--- src/rtl/fwd_pkg.sv ---
// ============================================================================
// fwd_pkg : shared select encoding, scoreboard entry type and helpers
// Rev 1.0
// ============================================================================
`default_nettype none

package fwd_pkg;

   localparam int SEL_IMM      = 0;
   localparam int SEL_REG      = 1;
   localparam int SEL_FWD_BASE = 2;

   // Register tag storage is sized for the widest supported REG_AW (<= 8).
   localparam int SB_RW_W = 8;

   typedef struct packed {
      logic               valid;
      logic [SB_RW_W-1:0] rw;
      logic               isLoad;
   } sb_entry_t;

   function automatic int sel_w(input int depth);
      return $clog2(depth + 2);
   endfunction

endpackage

`default_nettype wire

--- src/rtl/fwd_prio_match.sv ---
// ============================================================================
// fwd_prio_match : youngest-producer lookup of one source over the scoreboard
// Rev 1.0
// ============================================================================
`default_nettype none

module fwd_prio_match
   import fwd_pkg::*;
#(
   parameter int DEPTH  = 3,
   parameter int REG_AW = 5,
   localparam int KW    = $clog2(DEPTH)
) (
   input  sb_entry_t [DEPTH-1:0] entries,
   input  logic [REG_AW-1:0]     src,
   output logic                  hit,
   output logic [KW-1:0]         k,
   output logic                  isLoad
);

   always_comb begin
      hit    = 1'b0;
      k      = '0;
      isLoad = 1'b0;
      // Scan oldest to youngest so the lowest stage index is written last.
      for (int i = DEPTH - 1; i >= 0; i--) begin
         if (entries[i].valid && (entries[i].rw == SB_RW_W'(src))) begin
            hit    = 1'b1;
            k      = KW'(i);
            isLoad = entries[i].isLoad;
         end
      end
   end

endmodule

`default_nettype wire

--- src/rtl/fwd_scoreboard_unit.sv ---
// ============================================================================
// fwd_scoreboard_unit : scoreboard-based operand forwarding and load-use stall
// Rev 1.0
// ============================================================================
`default_nettype none

module fwd_scoreboard_unit
   import fwd_pkg::*;
#(
   parameter int REG_AW     = 5,
   parameter int DEPTH      = 3,
   parameter int LOAD_READY = 1,
   parameter int CNT_W      = 16,
   localparam int SEL_W     = sel_w(DEPTH),
   localparam int KW        = $clog2(DEPTH)
) (
   input  logic              CLK,
   input  logic              Reset,
   input  logic              Hold,
   input  logic              Flush,
   input  logic              ID_Valid,
   input  logic [REG_AW-1:0] ID_Rs,
   input  logic [REG_AW-1:0] ID_Rt,
   input  logic [REG_AW-1:0] ID_Rw,
   input  logic              ID_RegWrite,
   input  logic              ID_MemRead,
   input  logic              ID_MemWrite,
   input  logic              UseShamt,
   input  logic              UseImmed,
   output logic [SEL_W-1:0]  AluOpCtrlA,
   output logic [SEL_W-1:0]  AluOpCtrlB,
   output logic [SEL_W-1:0]  DataMemFwdSel,
   output logic              Stall,
   output logic [CNT_W-1:0]  StallCount
);

   sb_entry_t [DEPTH-1:0] r_sb;
   logic [CNT_W-1:0]      r_stallCount;
   sb_entry_t             w_newEntry;

   logic          w_hitA, w_hitB, w_hitD;
   logic [KW-1:0] w_kA, w_kB, w_kD;
   logic          w_ldA, w_ldB, w_ldD;
   logic          w_hazA, w_hazB;

   fwd_prio_match #(.DEPTH(DEPTH), .REG_AW(REG_AW)) u_matchA (
      .entries (r_sb),
      .src     (ID_Rs),
      .hit     (w_hitA),
      .k       (w_kA),
      .isLoad  (w_ldA)
   );

   fwd_prio_match #(.DEPTH(DEPTH), .REG_AW(REG_AW)) u_matchB (
      .entries (r_sb),
      .src     (ID_Rt),
      .hit     (w_hitB),
      .k       (w_kB),
      .isLoad  (w_ldB)
   );

   fwd_prio_match #(.DEPTH(DEPTH), .REG_AW(REG_AW)) u_matchD (
      .entries (r_sb),
      .src     (ID_Rt),
      .hit     (w_hitD),
      .k       (w_kD),
      .isLoad  (w_ldD)
   );

   always_comb begin
      AluOpCtrlA    = SEL_W'(SEL_REG);
      AluOpCtrlB    = SEL_W'(SEL_REG);
      DataMemFwdSel = SEL_W'(SEL_REG);

      if (UseShamt)    AluOpCtrlA = SEL_W'(SEL_IMM);
      else if (w_hitA) AluOpCtrlA = SEL_W'(SEL_FWD_BASE) + SEL_W'(w_kA);

      if (UseImmed)    AluOpCtrlB = SEL_W'(SEL_IMM);
      else if (w_hitB) AluOpCtrlB = SEL_W'(SEL_FWD_BASE) + SEL_W'(w_kB);

      if (w_hitD)      DataMemFwdSel = SEL_W'(SEL_FWD_BASE) + SEL_W'(w_kD);

      // A load is unusable until it reaches stage LOAD_READY.
      w_hazA = ID_Valid & ~UseShamt & w_hitA & w_ldA & (int'(w_kA) < LOAD_READY);
      w_hazB = (ID_Valid & ~UseImmed    & w_hitB & w_ldB & (int'(w_kB) < LOAD_READY))
             | (ID_Valid &  ID_MemWrite & w_hitD & w_ldD & (int'(w_kD) < LOAD_READY));
      Stall  = (w_hazA | w_hazB) & ~Flush;

      w_newEntry.valid  = ID_Valid & ID_RegWrite & (ID_Rw != '0) & ~Stall & ~Flush;
      w_newEntry.rw     = SB_RW_W'(ID_Rw);
      w_newEntry.isLoad = ID_MemRead;
   end

   always_ff @(posedge CLK) begin
      if (Reset) begin
         r_sb         <= '0;
         r_stallCount <= '0;
      end else if (!Hold) begin
         r_sb <= {r_sb[DEPTH-2:0], w_newEntry};
         if (Stall && (r_stallCount != '1)) begin
            r_stallCount <= r_stallCount + CNT_W'(1);
         end
      end
   end

   assign StallCount = r_stallCount;

endmodule

`default_nettype wire

--- config.mk ---
export PLATFORM = sky130hd
export DESIGN_NAME = fwd_scoreboard_unit
export DESIGN_NICKNAME = d
export VERILOG_FILES = /design/src/rtl/fwd_pkg.sv /design/src/rtl/fwd_prio_match.sv /design/src/rtl/fwd_scoreboard_unit.sv
export SDC_FILE = /design/constraint.sdc
export NUM_CORES = 1
export LEC_CHECK = 0
export BUFFER_PORTS_ARGS = -buffer_cell sky130_fd_sc_hd__buf_2
export CELL_PAD_IN_SITES_DETAIL_PLACEMENT = 0
export CELL_PAD_IN_SITES_GLOBAL_PLACEMENT = 1
export CORE_ASPECT_RATIO = 1.1
export CORE_MARGIN = 10
export CORE_UTILIZATION = 38
export DETAILED_ROUTE_END_ITERATION = 7
export GPL_TIMING_DRIVEN = 0
export HOLD_SLACK_MARGIN = 0.06
export PLACE_DENSITY_LB_ADDON = 0.1
export SYNTH_ARGS = -nofsm -noshare
export SYNTH_HDL_FRONTEND = slang
export SYNTH_SLANG_ARGS = --single-unit
--- constraint.sdc ---
create_clock -name CLK -period 2.3 [get_ports CLK]
set_clock_uncertainty 0.05 [all_clocks]
set_input_delay 0.115 -clock CLK [delete_from_list [all_inputs] [get_ports CLK]]
set_output_delay 0.115 -clock CLK [all_outputs]
set_load 0.1 [all_outputs]
### Yosys cells after proc, flatten, opt, wreduce, memory -nomap -nowiden

Cells that the tools add are included.
Widths: inputs -> output; s select.

| word-level totals | value |
|---|---|
| bits in registers | 37 |
| bits of input ports | 25 |
| output and inout bits | 26 |
| word-level logic and storage cells | 77 |

| operators by class | value |
|---|---|
| $add $sub $neg | 3 |
| $lt $le $gt $ge | 2 |
| eq/ne operators | 7 |
| multiplexer cells | 22 |
| bitwise operators | 24 |
| reductions and logical operators | 9 |

Operators by type and width:

| cell | count |
|---|---|
| $eq 5x5->1 | 6 |
| $and 1x1->1 | 17 |
| $add 16x1->16 const B | 1 |
| $ne 16x16->1 const B | 1 |
| $mux 1 | 12 |
| $mux 2 | 6 |
| $mux 3 | 4 |
| $logic_and 1x1->1 | 7 |
| $add 2x2->3 const A | 2 |
| $not 1->1 | 5 |
| $reduce_bool 5->1 | 1 |
| $lt 2x1->1 const B | 2 |
| $or 1x1->1 | 2 |
| $reduce_and 2->1 | 1 |

### Depth between registers and ports, before layout

| depth | value |
|---|---|
| depth in word-level cells | 14 |
| gate-level depth with buffers | 9 |
| gate-level depth less buffers | 7 |

### Cells and area by module

Synthesis repeated with hierarchy kept, for this count alone.

| unflattened totals | value |
|---|---|
| cells, all modules | 310 |
| area total of the unflattened synthesis | 2,663.8 um^2 |

Modules (own cells, without submodules):

| module | times used | cells each | area each (um^2) | seq. area each (um^2) |
|---|---|---|---|---|
| fwd_scoreboard_unit | 1 | 196 | 1,808.0 | 740.7 |
| fwd_prio_match | 3 | 38 | 285.3 | 0.0 |

### Worst setup path after synthesis

Ideal clock, no wire load.

| path | value |
|---|---|
| kind | reg-to-output |
| start | register r_sb[22] in the netlist's numbering |
| end | output port AluOpCtrlA[2] |
| arrival | 3.674 ns |
| required time | 2.135 ns |
| setup slack | -1.539 ns |
| stages on the path, launching flop included | 5 |
| buffers on the path | 0 |
| path through | dfxtp_1 xor2_1 nor4_1 nand3_1 nor4_1 |

| between the ends | value |
|---|---|
| cells in the longest elaborated chain, start to end | 8 |
| elaborated cells between the ends (all ways) | 11 |
| those cells by class | add/sub (1); eq/ne (1); mux (8); reduce/logical (1) |

RTL lines:

| item | line | text |
|---|---|---|
| start, declared | fwd_scoreboard_unit.sv:37 | `sb_entry_t [DEPTH-1:0] r_sb;` |
| start signal, assigned | fwd_scoreboard_unit.sv:99 | `r_sb <= {r_sb[DEPTH-2:0], w_newEntry};` |
| $eq 5x5->1 * | fwd_prio_match.sv:27 | `if (entries[i].valid && (entries[i].rw == SB_RW_W'(src))) begin` |
| $logic_and 1x1->1 * | fwd_prio_match.sv:27 |  |
| $mux 2 (3 in a row) | fwd_prio_match.sv:27 |  |
| $add 2x2->3 | fwd_scoreboard_unit.sv:76 | `else if (w_hitA) AluOpCtrlA = SEL_W'(SEL_FWD_BASE) + SEL_W'(w_kA);` |
| $mux 3 * | fwd_scoreboard_unit.sv:76 |  |
| $mux 3 * | fwd_scoreboard_unit.sv:75 | `if (UseShamt) AluOpCtrlA = SEL_W'(SEL_IMM);` |
| end, declared | fwd_scoreboard_unit.sv:30 | `output logic [SEL_W-1:0] AluOpCtrlA,` |

Every way passes the cells marked *; elsewhere a longest branch is shown, timed or not.

### Worst setup path in the final report

| path | value |
|---|---|
| start | register r_sb[5] in the netlist's numbering |
| end | register r_stallCount[9], in the netlist StallCount[9] |

| between the ends | value |
|---|---|
| cells in the longest elaborated chain, start to end | 11 |
| elaborated cells between the ends (all ways) | 26 |
| those cells by class | order compare (2); eq/ne (2); mux (6); bitwise (12); reduce/logical (4) |

RTL lines:

| item | line | text |
|---|---|---|
| $eq 5x5->1 | fwd_prio_match.sv:27 |  |
| $logic_and 1x1->1 | fwd_prio_match.sv:27 |  |
| $mux 1 | fwd_prio_match.sv:27 |  |
| $and 1x1->1 (on tied branches) (3 in a row) | fwd_scoreboard_unit.sv:85, fwd_scoreboard_unit.sv:86 |  |
| $or 1x1->1 | fwd_scoreboard_unit.sv:86 | `\| (ID_Valid & ID_MemWrite & w_hitD & w_ldD & (int'(w_kD) < LOAD_READY));` |
| $or 1x1->1 * | fwd_scoreboard_unit.sv:87 | `Stall = (w_hazA \| w_hazB) & ~Flush;` |
| $and 1x1->1 * | fwd_scoreboard_unit.sv:87 |  |
| $logic_and 1x1->1 * | fwd_scoreboard_unit.sv:100 | `if (Stall && (r_stallCount != '1)) begin` |
| $reduce_and 2->1 (no line) * | - |  |
| end signal, assigned | fwd_scoreboard_unit.sv:101 | `r_stallCount <= r_stallCount + CNT_W'(1);` |
| end, declared | fwd_scoreboard_unit.sv:38 | `logic [CNT_W-1:0] r_stallCount;` |

Marks and branches as above.
A chain may end at the register's enable or synchronous reset.

==> flow_summary.ini <==
[run_status]
status = finished with violations
violations = negative setup slack

[place]
place_ws_ps = -126
portBuffers = 49
place_inst = 324
dpl.hpwl_um = 4040
place_congestion = 0.839

[global_routing]
grt_pass1_wl_um = 8840
grt_usage = 0.133
overflow = 0
antenna_found_initial = 0
grt_start_max_net_pins = 13
grt_pass1_vias = 1842

[critical_path]
critPathLaunchType = register
cpPeakStageDelay_ps = 460
criticalPathCategory = reg2reg
path_cells = buf_6 -> xor2_2 -> nor4_2 -> buf_4 -> o2111a_2 -> o2111ai_4 -> buf_6 -> or4_1 -> a21oi_1
worstPathMaxFanout = 5
cp_common_cell = buf_6
reg2reg_to = StallCount[9]$_SDFFE_PP0P_
r2r_start = r_sb[5]$_SDFFE_PP0N_
endpoint_kind = register
cp.arrival_ps = 2500
worstPathRequired_ps = 2460
crit_path_top_delay_cell = or4_1
ff2ff_setup_slack_ps = -30
reg2reg_depth = 9

[routing]
drcViolationCount = 0
routed_wl_um = 5570
wl_per_cell_um = 15.9
postRouteAntennaNets = 0
dr.pass1.iters = 4
vias = 1831
avgViaCountPerCell = 5.22
drtIter0Drc = 66

[sta]
hold_violations = 0
fmax_mhz = 429
setup_viol_count_final = 2
rsz0062_at_grt = yes
slew_viol_final = 0
post-route-min-period_ps = 2330
fin_crit_sh = 1.01
max_slew.worst_pin.slew_ps = 687
slew_headroom = 0.542
final.setup.worst_slack_ps = -33.6
timing.hold.ws_ps = 89.6
finalSetupTns_ps = -48.4

[logic_synthesis]
synth_top_family_by_area = simple AND/OR/NAND/NOR gates
syn_inst = 219
ys.flop_type = dfxtp_1
synth_fa_ha_area_frac = 0.00657
ys.warnings.count = 0
synthMuxAreaShare = 0.106
synth_seq_cells = 35
synth_compound_area_frac = 0.106
synth.cell_area_um2 = 1910
syn_nets = 245
synth.most_common_cell = dfxtp_1
yosysTopAreaCell = dfxtp_1
synth.top_cells.by_area = dfxtp_1 (37%), xor2_1 (11%), mux2i_1 (10%)
async_flop_share = 0
synth_top_area_share = 0.368
synth_xor_area_frac = 0.142
synth_seq_area_share = 0.368
synth.top_cells.by_count = dfxtp_1 (35), nor2_1 (32), xor2_1 (25)
syn_area_per_cell_um2 = 8.70
synth-edff-count = 0
synth-simple-area-share = 0.246
synth.distinct_cells = 35

[min_path]
min_from = Reset
hp-class = in2reg
hold_path_end = StallCount[11]$_SDFFE_PP0P_
worstHoldPathCells = 3

[layout]
layout.nets = 320
antenna_cells = 0
fin_cells = 351
area_growth_pct = 45.8
drive_gt1_frac = 0.424

[clocking]
clkSinkCount = 35
cts.clk_slew.worst_paths_ps = 70
cts_inserted_buffers = 5
htree_levels = 2
clockRootBuffer = clkbuf_8
cts_max_path_buffers = 2
clk_latency_ps = 290
cts_tree = done

[die]
fp-row-count = 26
dieWidth_um = 87.5
fp.coreArea_um2 = 4750
start_util = 0.401
dieArea_um2 = 8250
pin_count = 51
die_y_um = 94.3

[power_and_ir_drop]
powerDensity_nw_per_um2 = 527
p_total_mw = 1.46
p_leak_nw = 1.18
ir_worst_vdd_mv = 0.318

[run]
drv_cap = 0
-- cells in the final DEF (no fill, tap or decap), types with 6 or more instances in the layout --
cell and n:
a21oi_1 10, buf_2 41, buf_4 9, buf_6 8
dfxtp_1 17, dfxtp_2 14, dlygate4sd3_1 6, mux2i_1 19
nand2_1 7, nor2_1 28, or3_1 8, xnor2_1 6
xor2_1 23
-- sequential cells by signal (all words and copies together) (netlist names) --
name	cells
StallCount	16
r_sb	19
-- report_power, final --
| group | internal [mW] | switching [mW] | leakage, nW | total, mW |
|---|---|---|---|---|
| Combinational | 0.0751 | 0.0930 | 0.826 | 0.168 |
| Clock | 0.432 | 0.233 | 0.0644 | 0.665 |
| Sequential | 0.614 | 0.0162 | 0.294 | 0.630 |
-- worst max-delay path by stage --
stage,to,start,slack (ps)
CTS,StallCount[9]$_SDFFE_PP0P_,r_sb[3]$_SDFFE_PP0N_,-20
global route,StallCount[9]$_SDFFE_PP0P_,r_sb[5]$_SDFFE_PP0N_,-150
floorplan,AluOpCtrlA[2],r_sb[5]$_SDFFE_PP0N_,-400
global placement,StallCount[10]$_SDFFE_PP0P_,r_sb[5]$_SDFFE_PP0N_,-130
finish,StallCount[9]$_SDFFE_PP0P_,r_sb[5]$_SDFFE_PP0N_,-30
detailed placement,StallCount[7]$_SDFFE_PP0P_,r_sb[5]$_SDFFE_PP0N_,-130
-- per-stage QoR --
stage | utilization | instance area [um2]
3_5_place_dp | 0.483 | 2300
3_3_place_gp | 0.483 | 2300
5_1_grt | 0.585 | 2780
6_report | 0.585 | 2780
4_1_cts | 0.547 | 2600
2_1_floorplan | - | 1980
-- cells by family after synthesis --
logic type | after synthesis
muxes | 20
adders and majority gates | 1
AOI/OAI and AO/OA | 31
DFF | 35
xor gates and xnor gates | 31
and+or+nand+nor | 89
buffers and inverters | 12
-- routing by layer --
| metal | GRT usage | vias up | wire length, um |
|---|---|---|---|
| li1 | - | 932 | - |
| met5 | 0 | - | 0 |
| met4 | 0.0426 | 0 | 67 |
| met3 | 0.0451 | 6 | 292 |
| met1 | 0.149 | 855 | 2340 |
| met2 | 0.229 | 38 | 2870 |
-- area by class of cell --
class / count / area (um2)
well taps: 56 / 70.1
multi-input cells: 172 / 1300
repair buffers: 68 / 474
clock buffers: 5 / 68.8
fillers: 437 / 1970
inverters: 3 / 11.3
plain buffers: 9 / 52.6
clock inverters: 3 / 67.6
flip-flops and latches: 35 / 733
-- critical path: cells and delay by family, from the launching register on --
| family | cells | cell delay (ps) |
|---|---|---|
| compound gates | 3 | 580 |
| xor+xnor | 1 | 140 |
| buf+inv | 3 | 460 |
| flops | 1 | 370 |
| simple gates | 2 | 660 |
-- repair_timing --
action                                  4_1_cts  5_1_grt
gates cloned                                  1        1
gates resized for setup                      18       37
pin swaps                                     6       21
setup buffers                                 8        3
hold buffers                                  6        0
endpoints found under the setup margin       20       22
endpoints found under the hold margin         6        0
Power figures use the tool's default switching activity.
